**src/rtl/commit_trace_arbiter.sv**
```systemverilog
// commit_trace_arbiter: collects retiring instruction records from all commit
// ports. Each record is timestamped with a free-running cycle counter and
// buffered in a shared first-word-fall-through FIFO. The FIFO drains one
// record per cycle to a trace sink over valid/ready. Records that do not fit
// are counted in a saturating drop counter.
module commit_trace_arbiter #(
  parameter int unsigned NR_PORTS = 2,
  parameter int unsigned VLEN     = 39,
  parameter int unsigned XLEN     = 64,
  parameter int unsigned DEPTH    = 8,
  parameter int unsigned CNT_W    = 16
) (
  input  logic                     clk_i,
  input  logic                     rst_ni,
  input  logic                     flush_i,
  input  logic [NR_PORTS-1:0]      commit_valid_i,
  input  logic [NR_PORTS*VLEN-1:0] commit_pc_i,
  input  logic [NR_PORTS*32-1:0]   commit_instr_i,
  input  logic [NR_PORTS*5-1:0]    commit_rd_i,
  input  logic [NR_PORTS-1:0]      commit_fp_i,
  input  logic [NR_PORTS*XLEN-1:0] commit_wdata_i,
  input  logic [1:0]               priv_lvl_i,
  output logic                     trace_valid_o,
  input  logic                     trace_ready_i,
  output logic [63:0]              trace_pc_o,
  output logic [31:0]              trace_instr_o,
  output logic [4:0]               trace_rd_o,
  output logic                     trace_fp_o,
  output logic [XLEN-1:0]          trace_wdata_o,
  output logic [1:0]               trace_priv_o,
  output logic [31:0]              trace_cycle_o,
  output logic                     stall_o,
  output logic [CNT_W-1:0]         drop_cnt_o
);

  localparam int unsigned PW = (DEPTH > 1) ? $clog2(DEPTH) : 1;
  localparam int unsigned CW = PW + 1;
  localparam int unsigned SW = CNT_W + CW;
  localparam logic [CW-1:0]    DEPTH_C  = CW'(DEPTH);
  localparam logic [CW-1:0]    STALL_TH = CW'(DEPTH - NR_PORTS);
  localparam logic [CNT_W-1:0] DROP_MAX = '1;

  logic [VLEN-1:0] r_pc    [DEPTH];
  logic [31:0]     r_instr [DEPTH];
  logic [4:0]      r_rd    [DEPTH];
  logic            r_fp    [DEPTH];
  logic [XLEN-1:0] r_wdata [DEPTH];
  logic [1:0]      r_priv  [DEPTH];
  logic [31:0]     r_stamp [DEPTH];

  logic [PW-1:0]    r_rptr;
  logic [PW-1:0]    r_wptr;
  logic [CW-1:0]    r_count;
  logic [31:0]      r_cycle;
  logic             r_stall;
  logic [CNT_W-1:0] r_dropCnt;

  logic [CW-1:0]    w_free;
  logic [CW-1:0]    w_pushN;
  logic [CW-1:0]    w_dropN;
  logic [NR_PORTS-1:0] w_push;
  logic [PW-1:0]    w_slot [NR_PORTS];
  logic             w_pop;
  logic [CW-1:0]    w_countNext;
  logic [SW-1:0]    w_dropSum;
  logic [CNT_W-1:0] w_dropNext;

  // Scan valid ports oldest-first, handing out free slots in order and counting the overflow.
  always_comb begin
    w_free  = DEPTH_C - r_count;
    w_pushN = '0;
    w_dropN = '0;
    for (int i = 0; i < int'(NR_PORTS); i++) begin
      w_push[i] = 1'b0;
      w_slot[i] = r_wptr;
      if (commit_valid_i[i]) begin
        if (w_pushN < w_free) begin
          w_push[i] = 1'b1;
          w_slot[i] = r_wptr + w_pushN[PW-1:0];
          w_pushN   = w_pushN + CW'(1);
        end else begin
          w_dropN = w_dropN + CW'(1);
        end
      end
    end
  end

  // Pop handshake, next occupancy and saturating drop total.
  always_comb begin
    w_pop       = (r_count != '0) && trace_ready_i;
    w_countNext = r_count + w_pushN - CW'(w_pop);
    w_dropSum   = SW'(r_dropCnt) + SW'(w_dropN);
    w_dropNext  = (w_dropSum > SW'(DROP_MAX)) ? DROP_MAX : w_dropSum[CNT_W-1:0];
  end

  // Pointers, occupancy, stall hint and drop counter; a flush discards this cycle's traffic.
  always_ff @(posedge clk_i or negedge rst_ni) begin
    if (!rst_ni) begin
      r_rptr    <= '0;
      r_wptr    <= '0;
      r_count   <= '0;
      r_stall   <= 1'b0;
      r_dropCnt <= '0;
    end else if (flush_i) begin
      r_rptr  <= '0;
      r_wptr  <= '0;
      r_count <= '0;
      r_stall <= 1'b0;
    end else begin
      r_rptr    <= r_rptr + PW'(w_pop);
      r_wptr    <= r_wptr + w_pushN[PW-1:0];
      r_count   <= w_countNext;
      r_stall   <= (w_countNext > STALL_TH);
      r_dropCnt <= w_dropNext;
    end
  end

  // Record storage; each accepted port writes its own distinct slot.
  always_ff @(posedge clk_i or negedge rst_ni) begin
    if (!rst_ni) begin
      for (int e = 0; e < int'(DEPTH); e++) begin
        r_pc[e]    <= '0;
        r_instr[e] <= '0;
        r_rd[e]    <= '0;
        r_fp[e]    <= 1'b0;
        r_wdata[e] <= '0;
        r_priv[e]  <= '0;
        r_stamp[e] <= '0;
      end
    end else if (!flush_i) begin
      for (int i = 0; i < int'(NR_PORTS); i++) begin
        if (w_push[i]) begin
          r_pc[w_slot[i]]    <= commit_pc_i[i*VLEN +: VLEN];
          r_instr[w_slot[i]] <= commit_instr_i[i*32 +: 32];
          r_rd[w_slot[i]]    <= commit_rd_i[i*5 +: 5];
          r_fp[w_slot[i]]    <= commit_fp_i[i];
          r_wdata[w_slot[i]] <= commit_wdata_i[i*XLEN +: XLEN];
          r_priv[w_slot[i]]  <= priv_lvl_i;
          r_stamp[w_slot[i]] <= r_cycle;
        end
      end
    end
  end

  // Free-running timestamp counter, untouched by flush.
  always_ff @(posedge clk_i or negedge rst_ni) begin
    if (!rst_ni) begin
      r_cycle <= '0;
    end else begin
      r_cycle <= r_cycle + 32'd1;
    end
  end

  assign trace_valid_o = (r_count != '0);
  assign trace_pc_o    = 64'(r_pc[r_rptr]);
  assign trace_instr_o = r_instr[r_rptr];
  assign trace_rd_o    = r_rd[r_rptr];
  assign trace_fp_o    = r_fp[r_rptr];
  assign trace_wdata_o = r_wdata[r_rptr];
  assign trace_priv_o  = r_priv[r_rptr];
  assign trace_cycle_o = r_stamp[r_rptr];
  assign stall_o       = r_stall;
  assign drop_cnt_o    = r_dropCnt;

endmodule

```
**config.mk**
```make
export PLATFORM = sky130hd
export DESIGN_NAME = commit_trace_arbiter
export DESIGN_NICKNAME = d
export VERILOG_FILES = /design/src/rtl/commit_trace_arbiter.sv
export SDC_FILE = /design/constraint.sdc
export NUM_CORES = 2
export LEC_CHECK = 0
export BUFFER_PORTS_ARGS = -buffer_cell sky130_fd_sc_hd__buf_2
export CAP_MARGIN = 20
export CORE_MARGIN = 1
export CORE_UTILIZATION = 61
export DETAILED_ROUTE_END_ITERATION = 6
export GPL_TIMING_DRIVEN = 0
export PLACE_DENSITY = 0.8
export SKIP_CTS_REPAIR_TIMING = 1
export SYNTH_ARGS = -nofsm -noshare
export SYNTH_HDL_FRONTEND = slang
export SYNTH_SLANG_ARGS = --single-unit
```
**constraint.sdc**
```tcl
create_clock -name clk_i -period 4 [get_ports clk_i]
set_input_delay 0.2 -clock clk_i [delete_from_list [all_inputs] [get_ports clk_i]]
set_output_delay 0.2 -clock clk_i [all_outputs]
set_load 0.05 [all_outputs]
```
==> metrics.txt <==
Max Root-Sink Buffers=3; Peak Freq=233 MHz; DIE AREA=0.123 mm^2; setup TNS=-12.74 ns; WP data arrival=4.10 ns; Ys Warns=0; worst vdd ir=0.675 mV; status=complete, but fails checks; Remaining DRCs=42; GRT Resource Usage Total=47.0%; distinct cell type count of the synthesized netlist=70; global route overflow=0; TritonCTS clock tree=built; #FFs+latches synth=1459; commonest non-fill, non-tap cell in the layout=dfrtp_1; Worst-Skew Late Latency=0.85 ns; final hold violation count=0; die height=351 um; Synth Flop Type=dfrtp_1; failing checks=DRC, setup timing; unrepaired setup endpoints after global routing=yes; first-pass GRT wire length=421 mm; WL final=299 mm; clock skew=0.0346 ns; pwr/cell area=~760 mW/mm^2; Static Leak=0.0392 uW; layout cell share with drive strength beyond 1=32.1%; Core Util, Final=73.2%; drt via density=7.44; GPL Wtd Cong=between 1 and 1.5; Worst-Margin Slew=1.32 ns; Initial Util=roughly three fifths; period utilisation layout=107%; initial antenna violation count=67; commonest cells after routing, fill and taps aside=dfrtp_1 (1457), nor3_1 (557), buf_2 (452); synth-to-layout area growth=18.7%; Slew Limit Fails=0; CTS Buf Count=155; fin crit period=between 4 and 5 ns; drt first pass iters=7; Worst Path Required=approximately 3.8 ns; synthesized area per cell=12.0 um^2; DRT antenna net count=0; Nets=between 7000 and 8000; row cnt=127; Worst Slack Setup Final=-0.299 ns; Core Footprint=0.120 mm^2; I/O pin total=a little over 500; vias=65900; Cell Area, Synth=~0.074 mm^2; CP max FO=10; DRT iter0 DRCs=between 10000 and 15000; max-cap violations=0; clock-pin slew on the worst setup and hold paths=around 0.06 ns; Port Buffers=roughly 350; final instance area=0.0881 mm^2; TritonCTS Sinks=1459; Hold/Removal Path Class=input pin to asynchronous set/reset pin; post-synthesis cell count=between 6000 and 7000; Placement Cell Area=around 0.079 mm^2; EDFF count, synth=0; H-tree depth=4; crit end category=output port; Startpoint Class=register; Worst slew margin=12.3%; sequential-to-total area share from yosys stat=49.2%; die width=351 um; wire per inst=33.7 um; Async S/R FF share, synth=100%; largest net degree at the start of global routing=between 150 and 200; Root Buffer=clkbuf_16; vias in the first global route=63100; # setup viols final=265; dpl hpwl=195 mm; Setup CP Type=register to output port
-- synthesized netlist by cell type, types with 4 or more instances --
cell type	count	area, um^2
a221oi_1	288	2520
ha_1	18	225
xor2_1	14	123
o211ai_1	11	82.6
a221o_1	365	3650
nand4_1	14	87.6
o31ai_1	4	30.0
or2_2	4	25.0
nand2b_1	44	275
a21oi_1	13	65.1
nor2_1	177	664
buf_2	119	596
or3_1	57	357
buf_6	5	56.3
nand2_1	290	1090
nor2b_1	13	81.3
clkbuf_1	427	1600
nor3_1	559	2800
mux2_2	426	4800
mux2_1	23	259
and4_1	10	87.6
nand3_1	27	135
o21ai_0	7	35.0
inv_1	319	1200
o221a_2	304	3420
and2_1	320	2000
clkbuf_2	120	601
and3_1	29	181
o221a_1	40	450
dfrtp_1	1459	36500
and2_0	4	25.0
mux4_2	350	7880
buf_4	30	225
xnor2_1	30	263
a211oi_1	125	938
buf_1	74	278
nor4_1	8	50.1
-- metal layers --
layer | vias to the layer above | share of wire, % | global-route usage [%] | wire [um]
met5 | - | 0.13 | 0 | 400
met4 | 46 | 8.4 | 33.6 | 25000
met3 | 1641 | 15 | 21.0 | 46000
met2 | 6256 | 43 | 66.6 | 128000
met1 | 32700 | 33 | 57.2 | 99200
li1 | 25300 | - | - | -
-- final timing paths --
path                                   startpoint  slack, ns                        to  depth (start not counted)
max                           r_rptr[2]$_DFF_PN0_      -0.30         trace_wdata_o[36]                          6
min                                        rst_ni       0.02     r_pc[112]$_DFFE_PN0N_                          2
max reg2reg                  r_count[1]$_DFF_PN0_      -0.13   r_wdata[72]$_DFFE_PN0N_                         15
min reg2reg                r_priv[12]$_DFFE_PN0N_       0.49    r_priv[12]$_DFFE_PN0N_                          1
max in group asynchronous                  rst_ni       1.41  r_wdata[382]$_DFFE_PN0N_                          5
min in group clk_i              commit_valid_i[0]       0.03  r_wdata[343]$_DFFE_PN0N_                          4
-- critical path, cell delays in order (launching register included) --
cell and delay (ns):
dfrtp_1 0.32, clkbuf_1 0.33, clkbuf_1 0.75, buf_8 0.25, clkbuf_1 0.76, mux2_2 0.50
buf_2 0.33
-- cells by family (layout without fill, tap and decap cells) --
kind of cell,count (synthesis),count (layout),synth area share [%]
buffers and inverters,1094,2079,6.14
AND/OR/NAND/NOR,1575,1575,10.8
XOR/XNOR,44,44,0.520
other,1,84,0.00506
adder cells (fa/ha/maj),21,21,0.385
AO/OA/AOI/OAI,1186,1186,15.5
multiplexers,799,799,17.4
flip-flops,1459,1459,49.2
-- cell type report --
cell class	count	area [um^2]
Antenna cell	59	148
Timing Repair Buffer	710	5680
Clock buffer	228	4540
Multi-Input combinational cell	3650	33500
Tap cell	1612	2020
Fill cell	7895	32200
Sequential cell	1459	36500
Inverter	319	1200
Clock inverter	50	588
Buffer	772	3860
-- report_power, final --
group | switching (uW) | total, uW | internal, uW
registers | 3310 | 23300 | 20000
clock network | 6480 | 14900 | 8410
logic | 16800 | 29100 | 12200
total | 26600 | 67300 | 40700
-- through the flow --
step                      std cells  setup WS (ns)  hold WS [ns]  power, uW
after floorplan                6203          0.341       -0.0956      41800
after global placement         8162         -29.36         0.468      49200
after detailed placement       8205          -1.73         0.334      50200
after CTS                      8483          -1.79        -0.526      64900
after global routing           8824         -0.209        0.0467      68900
final                          8859         -0.299        0.0181      67300
-- flip-flops by register name, indices dropped and copies added (netlist names) --
signal,flops
r_instr,256
r_fp,8
r_rd,40
r_wdata,512
r_pc,312
r_cycle,32
stall_o,1
r_count,4
r_rptr,3
r_stamp,256
r_priv,16
r_wptr,3
drop_cnt_o,16
No activity file was read; power rests on OpenSTA's default activity.
